File: src/rtl/instruction_fetch.sv
// ---------------------------------------------------------------------------
// instruction_fetch
//
// Fetch stage on the reader side of the instruction memory. The unit holds
// the program counter and drives it as the word address. It captures the
// word that the memory returns combinationally for that address, and it
// presents the word to decode through a valid/ready handshake. It also
// handles program selection at start, redirects from execute, stalls, and
// the halt at the end of the program.
//
// Ports:
//   clock          in   1   sole clock, rising edge
//   reset          in   1   asynchronous, active-high
//   start          in   1   one-cycle pulse, loads PC from the prog_sel base
//   prog_sel       in   2   program select, sampled with start
//   address        out 10   word address to instruction memory (PC register)
//   instrucao      in  32   memory word for the current address
//   redirect       in   1   execute-stage PC override
//   redirect_addr  in  10   new PC when redirect=1
//   instr_out      out 32   registered instruction to decode
//   pc_out         out 10   address instr_out was fetched from
//   instr_valid    out  1   instr_out/pc_out hold a valid instruction
//   instr_ready    in   1   decode accepts this cycle
//   halted         out  1   program finished, no further fetches
//
// Build option:
//   FETCH_JUMP_PREDECODE_EN  When this macro is defined, a captured word with
//                            opcode 6'b010000 is a jump. Fetch loads its low
//                            10 bits into PC instead of PC+1. The word still
//                            goes to decode, which treats it as a no-op.
// ---------------------------------------------------------------------------
module instruction_fetch #(
    parameter int unsigned PC_LIMIT = 80,
    parameter int unsigned BASE_P0  = 1,
    parameter int unsigned BASE_P1  = 25,
    parameter int unsigned BASE_P2  = 35
) (
    input  logic        clock,
    input  logic        reset,
    input  logic        start,
    input  logic [1:0]  prog_sel,
    output logic [9:0]  address,
    input  logic [31:0] instrucao,
    input  logic        redirect,
    input  logic [9:0]  redirect_addr,
    output logic [31:0] instr_out,
    output logic [9:0]  pc_out,
    output logic        instr_valid,
    input  logic        instr_ready,
    output logic        halted
);

    typedef enum logic [1:0] {
        ST_IDLE  = 2'd0,
        ST_FETCH = 2'd1,
        ST_HALT  = 2'd2
    } state_t;

    localparam logic [9:0] PC_LIMIT_W = 10'(PC_LIMIT);
    localparam logic [9:0] BASE_P0_W  = 10'(BASE_P0);
    localparam logic [9:0] BASE_P1_W  = 10'(BASE_P1);
    localparam logic [9:0] BASE_P2_W  = 10'(BASE_P2);

    state_t      state_q, state_d;
    logic [9:0]  pc_q, pc_d;
    logic [31:0] instr_q, instr_d;
    logic [9:0]  pc_out_q, pc_out_d;
    logic        valid_q, valid_d;

    logic [9:0]  base_addr;
    logic [9:0]  seq_pc;
    logic        capture;

    // Start address of the selected program; prog_sel=3 falls back to P0.
    always_comb begin
        case (prog_sel)
            2'd1:    base_addr = BASE_P1_W;
            2'd2:    base_addr = BASE_P2_W;
            default: base_addr = BASE_P0_W;
        endcase
    end

    // PC that follows a capture of the current word.
`ifdef FETCH_JUMP_PREDECODE_EN
    localparam logic [5:0] JUMP_OPCODE = 6'b010000;
    always_comb begin
        if (instrucao[31:26] == JUMP_OPCODE) begin
            seq_pc = instrucao[9:0];
        end else begin
            seq_pc = pc_q + 10'd1;
        end
    end
`else
    assign seq_pc = pc_q + 10'd1;
`endif

    // An empty output slot, or one being drained this cycle, is refilled.
    // Refilling on every handshake keeps throughput at one word per cycle.
    assign capture = (state_q == ST_FETCH) && (!valid_q || instr_ready);

    always_comb begin
        // NOTE: every signal gets its hold value first, so no path through
        // the branches below leaves it unassigned (no latch is inferred).
        state_d  = state_q;
        pc_d     = pc_q;
        instr_d  = instr_q;
        pc_out_d = pc_out_q;
        valid_d  = valid_q;

        if (start) begin
            // A restart discards any held word.
            pc_d    = base_addr;
            valid_d = 1'b0;
            state_d = ST_FETCH;
        end else if (redirect && (state_q != ST_IDLE)) begin
            // A redirect flushes the held word even when decode is taking it
            // this cycle, because that word lies on the wrong path.
            pc_d    = redirect_addr;
            valid_d = 1'b0;
            state_d = ST_FETCH;
        end else begin
            case (state_q)
                ST_FETCH: begin
                    if (capture) begin
                        instr_d  = instrucao;
                        pc_out_d = pc_q;
                        valid_d  = 1'b1;
                        pc_d     = seq_pc;
                        if (pc_q == PC_LIMIT_W) begin
                            state_d = ST_HALT;
                        end
                    end
                end
                ST_HALT: begin
                    // Only the last word drains here. PC stays where it is.
                    if (valid_q && instr_ready) begin
                        valid_d = 1'b0;
                    end
                end
                default: ;
            endcase
        end
    end

    // NOTE: sequential state uses non-blocking assignments, so every flop
    // samples the values that were present before the edge.
    always_ff @(posedge clock or posedge reset) begin
        if (reset) begin
            state_q  <= ST_IDLE;
            pc_q     <= 10'd0;
            instr_q  <= 32'd0;
            pc_out_q <= 10'd0;
            valid_q  <= 1'b0;
        end else begin
            state_q  <= state_d;
            pc_q     <= pc_d;
            instr_q  <= instr_d;
            pc_out_q <= pc_out_d;
            valid_q  <= valid_d;
        end
    end

    assign address     = pc_q;
    assign instr_out   = instr_q;
    assign pc_out      = pc_out_q;
    assign instr_valid = valid_q;
    assign halted      = (state_q == ST_HALT);

endmodule

File: config.mk
export PLATFORM = sky130hd
export DESIGN_NAME = instruction_fetch
export DESIGN_NICKNAME = d
export VERILOG_FILES = /design/src/rtl/instruction_fetch.sv
export SDC_FILE = /design/constraint.sdc
export NUM_CORES = 1
export LEC_CHECK = 0
export ABC_AREA = 1
export CORE_UTILIZATION = 44
export DETAILED_ROUTE_END_ITERATION = 16
export GPL_TIMING_DRIVEN = 0
export PLACE_DENSITY = 0.81
export SLEW_MARGIN = 15
export SYNTH_ARGS = -nofsm -noshare
export SYNTH_HDL_FRONTEND = slang
export SYNTH_SLANG_ARGS = --single-unit
File: constraint.sdc
create_clock -name clock -period 1.8 [get_ports clock]
set_input_delay 0.27 -clock clock [delete_from_list [all_inputs] [get_ports clock]]
set_output_delay 0.27 -clock clock [all_outputs]
set_load 0.01 [all_outputs]
=== Yosys cells after proc, flatten, opt, wreduce, memory -nomap -nowiden ===
Cells that the tools add are included.

* Reduce and logical (&&, ||, !) cells: 14
* Bitwise operators: 2
* Multiply operators: 0
* Shift operators: 0
* Add/sub/neg operators: 1
* Div/mod/pow operators: 0
* Equal/unequal tests: 7
* $lt $le $gt $ge: 0
* Mux-type cells: 15

{| class="wikitable"
|+ Operators with widths
! kind !! count
|-
| $mux 10 || 4
|-
| $pmux 6 s2 || 1
|-
| $add 10x1->10 const B || 1
|-
| $eq 10x7->1 const B || 1
|-
| $mux 2 || 5
|-
| $reduce_bool 3->1 || 3
|-
| $reduce_and 3->1 || 2
|-
| $eq 2x1->1 const B || 2
|-
| $eq 2x2->1 const B || 2
|-
| $mux 1 || 4
|-
| $ne 4x2->1 const B || 1
|-
| $ne 4x3->1 const B || 1
|-
| $reduce_and 4->1 || 1
|-
| $reduce_bool 4->1 || 1
|-
| $logic_and 1x1->1 || 3
|-
| $not 1->1 || 2
|-
| $pmux 1 s2 || 1
|-
| $reduce_and 2->1 || 1
|-
| $reduce_bool 2->1 || 1
|-
| $logic_not 1->1 || 1
|-
| $logic_or 1x1->1 || 1
|}

* Bits in latches: 0
* Word-level logic and storage cells: 44
* Bits in read-only memories: 0
* Bits in writable memories: 0
* Bits of input ports: 49
* Memories kept: 0
* Output and inout port bits: 54
* Flip-flop bits (word level): 55

=== Depth between registers and ports, before layout ===
* Depth in word-level cells: 7
* Depth in mapped cells: 9
* Gate-level depth less buffers: 9

=== Least setup slack after synthesis ===
No wires, ideal clock.

* Kind: register to register
* Start point: reg pc_q[1] (netlist: address[1])
* End point: reg pc_q[6] (netlist: address[6])
* Buffers on the path: 0
* Slack: 0.578 ns
* Period minus slack after synthesis: 1.222 ns
* Cell stages (with the launch flop): 9
* Arrival: 1.106 ns
* Path through: dfrtp_1 > ha_1 > nand3_1 > inv_1 > nand3_1 > nand2_1 > nand3_1 > nand2_1 > nand2_1

* Cells in the longest elaborated chain, start to end: 5

{| class="wikitable"
|+ RTL lines
! what !! RTL line !! text
|-
| start, declared || 65 || <nowiki>logic [9:0] pc_q, pc_d;</nowiki>
|-
| start signal, assigned || 156 || <nowiki>pc_q <= pc_d;</nowiki>
|-
| $add 10x1->10 || 94 || <nowiki>assign seq_pc = pc_q + 10'd1;</nowiki>
|-
| $mux 10 || 124 || <nowiki>if (capture) begin</nowiki>
|-
| $mux 10 || 122 || <nowiki>case (state_q)</nowiki>
|-
| $mux 10 || 115 || <nowiki>end else if (redirect && (state_q != ST_IDLE)) begin</nowiki>
|-
| $mux 10 || 110 || <nowiki>if (start) begin</nowiki>
|}

Every way passes these cells. The select of a mux whose other input is x is not followed.
A chain may end at the register's enable or synchronous reset.

=== Final worst setup path ===
* Start point: reg pc_q[5] (netlist: address[5])
* End point: out address[5]

{| class="wikitable"
|+ RTL lines
! what !! RTL line !! text
|-
| end, declared || 42 || <nowiki>output logic [9:0] address,</nowiki>
|}

No word-level cell between the ends.

==> results.yml <==
setup_path:
  worst_path_dominant_cell_family: "buffers and inverters"
  critical_path.reg2reg.startpoint: "state_q[1]"
  critical_path.slowest_cell: "sky130_fd_sc_hd__clkdlybuf4s50_1"
  critical_path_required_ns: 1.53
  crit_path_max_incr_delay_ns: 0.59
  crit_path_cells: "clkdlybuf4s50_1"
  critical_path_arrival_ns: 1.37
  worstPathBufferInverterCount: 1
  crit_type: "register to primary output"
  timing.critical_path.from_type: "register"
  regToRegEndpoint: "instr_out[5]"
  regToRegSetupSlack_ns: 0.38
  worstPathMaxFanout: 8
  timing.critical_path.to_type: "primary output"
  worst_r2r_path_depth: 7
placed_design:
  numPortBuffers: 102
  dpl_worst_slack_ns: 0.07396
  detailed_place.area_sq_um: 3750
  post-place-cells: 505
  routabilityCongestion: 0.8917
  detailedPlacementHpwl_um: 5149
grt:
  antenna_found_initial: 0
  first_global_vias: 2340
  grt_max_degree: 29
  global_route.usage.total_pct: 22.44
  wire_length_of_the_first_global_routing_pass_um: 10920
  congestion_overflow_gr: 0
clock_network:
  cts_buffer_depth: 2
  cts-buffers-inserted: 5
  cts_tree: "done"
  cts.root.buffer_cell: "sky130_fd_sc_hd__clkbuf_8"
  clock_sink_count: 55
  clock_tree.htree_level_count: 2
  cts.hold.buffers_added: 0
  clkLatencyLatePin_ns: 0.30
  path_clk_slew_ns: 0.10
final_layout:
  area_delta_synth_final_pct: 46.54
  postLayoutCellArea_sq_um: 3837
  filler_cell_count: 498
  num_antenna_cells: 0
  fraction_of_final_layout_cells_sized_beyond_drive_strength_1_pct: 6.803
  net_total_in_the_final_layout: 491
  finalNonFillerCells: 513
power:
  p_leak_nw: 1.921
  ir_worst_vdd_mv: 0.3753
  power_per_cell_area_nw_per_um2: 806.4
synth:
  syn_nets: 381
  synth-seq-area-share_pct: 52.56
  yosys_register_bits: 55
  synth.distinct_cells: 19
  fraction_of_the_mapped_netlist_area_in_compound_gates_pct: 4.634
  synthDominantCellAreaShare_pct: 52.56
  synth_top_cell_by_area: "sky130_fd_sc_hd__dfrtp_1"
  yosys.area_share.adder_pct: 0.9556
  yosys.area_share.simple_pct: 34.59
  yosys-mux-area-fraction_pct: 0
  main_combinational_cell_family_by_area_after_synthesis: "simple AND/OR/NAND/NOR gates"
  synth.cell_area_sq_um: 2619
  avgSynthCellArea_sq_um: 7.936
  synth_cells: 330
  dominant_cells_by_area_after_synthesis: "sky130_fd_sc_hd__dfrtp_1, sky130_fd_sc_hd__nand2_1, sky130_fd_sc_hd__nand3_1"
  yosys.area_share.xor_xnor_pct: 0.3344
  yosysWarnings: 0
timing:
  fin_ws_ns: 0.1561
  slew_headroom_pct: 57.94
  finalCriticalPeriod_ns: 1.644
  final.setup.tns_ns: 0
  fin_hold_viols: 0
  grt_setup_unrepaired: "false"
  final-max-slew-violation-count: 0
  max_freq_ghz: 0.6083
  hold-worst-slack_ns: 0.3628
  setup_violations: 0
  fin_worst_skew_ns: 0.003875
  worstMarginPinSlew_ns: 0.6300
  min_period_over_period_pct: 91.33
status:
  status: "finished, final reports clean"
floorplanning:
  floorplan.rows: 27
  die_height_um: 79.15
  initial_core_util_pct: 46.70
  floorplan.die_area_sq_um: 6264
  pin_count: 103
  dieWidth_um: 79.15
  total_core_area_sq_um: 5608
routing:
  drt-pass1-iter-count: 4
  drcViolationCount: 0
  dr.first_iter.drc_count: 177
  totalWireLength_um: 6830
  drt.antenna.violating_nets: 0
  vias: 2564
  route.detailed.vias_per_inst: 4.998
  post_drt_wl_per_cell_um: 13.31
flow_run:
  timing.max_cap.violations: 0
hold_path:
  worstHoldPathType: "input port to asynchronous set/reset pin"
## cell families (layout without fill, tap and decap cells)
| kind of cell | Yosys count | in the layout |
|---|---|---|
| AOI/OAI and AO/OA | 22 | 22 |
| adders and majority gates | 2 | 2 |
| and+or+nand+nor | 211 | 211 |
| xor gates and xnor gates | 1 | 1 |
| buffers and inverters | 39 | 150 |
| DFF | 55 | 55 |
## registers in the layout (all words and copies together) (netlist names)
| signal | count |
|---|---|
| address | 10 |
| pc_out | 10 |
| instr_out | 32 |
| state_q | 2 |
| instr_valid | 1 |
## cells in the mapped netlist
library cell / number
sky130_fd_sc_hd__a21oi_1: 4
sky130_fd_sc_hd__ha_1: 2
sky130_fd_sc_hd__a21oi_4: 1
sky130_fd_sc_hd__nand2_1: 132
sky130_fd_sc_hd__buf_2: 10
sky130_fd_sc_hd__buf_6: 3
sky130_fd_sc_hd__nor2_8: 1
sky130_fd_sc_hd__nand3_1: 49
sky130_fd_sc_hd__inv_2: 2
sky130_fd_sc_hd__o21ai_0: 7
sky130_fd_sc_hd__nand2_4: 3
sky130_fd_sc_hd__nor2_1: 20
sky130_fd_sc_hd__nand4_1: 4
sky130_fd_sc_hd__o21ai_1: 10
sky130_fd_sc_hd__dfrtp_1: 55
sky130_fd_sc_hd__xnor2_1: 1
sky130_fd_sc_hd__nand2_2: 1
sky130_fd_sc_hd__inv_1: 24
sky130_fd_sc_hd__nor3_1: 1
## worst max-delay path by stage
stage          startpoint    endpoint  slack [ns]  depth (start not counted)
6_report       address[5]  address[5]        0.16                          1
5_1_grt        address[5]  address[5]        0.09                          1
4_1_cts        state_q[0]      halted        0.02                          2
3_5_place_dp     redirect  address[1]        0.07                          9
3_3_place_gp        reset  address[7]       -0.83                          2
2_1_floorplan       reset  address[0]        0.19                          1
## timing repair
item,4_1_cts,5_1_grt
endpoints found under the setup margin,0,1
setup buffers,0,0
gates resized for setup,0,1
## layout by cell type, fill, tap and decap left out, types with 2 or more instances in the layout
cell type                         netlist  layout
sky130_fd_sc_hd__a21oi_1                4       4
sky130_fd_sc_hd__buf_2                 10      10
sky130_fd_sc_hd__buf_6                  3       3
sky130_fd_sc_hd__clkbuf_8               0       5
sky130_fd_sc_hd__clkdlybuf4s50_1        0     101
sky130_fd_sc_hd__dfrtp_1               55      55
sky130_fd_sc_hd__ha_1                   2       2
sky130_fd_sc_hd__inv_1                 24      23
sky130_fd_sc_hd__inv_2                  2       3
sky130_fd_sc_hd__nand2_1              132     132
sky130_fd_sc_hd__nand2_4                3       3
sky130_fd_sc_hd__nand3_1               49      49
sky130_fd_sc_hd__nand4_1                4       4
sky130_fd_sc_hd__nor2_1                20      20
sky130_fd_sc_hd__o21ai_0                7       7
sky130_fd_sc_hd__o21ai_1               10      10
## layer usage
layer | routed length (um) | track usage, % | part of all wire, % | vias up
met5 | 0 | 0 | 0 | -
met4 | 80 | 6.727 | 1.2 | 0
met3 | 380 | 3.448 | 5.6 | 6
met2 | 3288 | 36.98 | 48 | 97
met1 | 3081 | 30.45 | 45 | 1199
li1 | - | - | - | 1262
## stage by stage
stage	utilization, %	power, W
final	68.43	0.003094
after global routing	68.43	0.003273
after CTS	68.38	0.003128
after detailed placement	66.87	0.002456
after global placement	66.51	0.002423
after floorplan	-	0.001903
## where the power goes
part,total [W],internal [W],switching [W]
logic,0.000910,0.000501,0.000409
clock network,0.000667,0.000273,0.000394
registers,0.00152,0.00140,0.000115
total,0.00309,0.00218,0.000918
## area by class of cell
| class | instances | area [sq um] | area share (%) |
|---|---|---|---|
| buffer | 13 | 83.83 | 2.185 |
| clock buffer | 6 | 72.57 | 1.891 |
| clock inverter | 2 | 12.51 | 0.3261 |
| inverter | 26 | 97.59 | 2.543 |
| multi-input combinational | 236 | 1061 | 27.65 |
| sequential | 55 | 1376 | 35.87 |
| tap | 72 | 90.09 | 2.348 |
| timing repair buffer | 103 | 1044 | 27.19 |
Note: power is estimated with default switching activity, not from simulation.
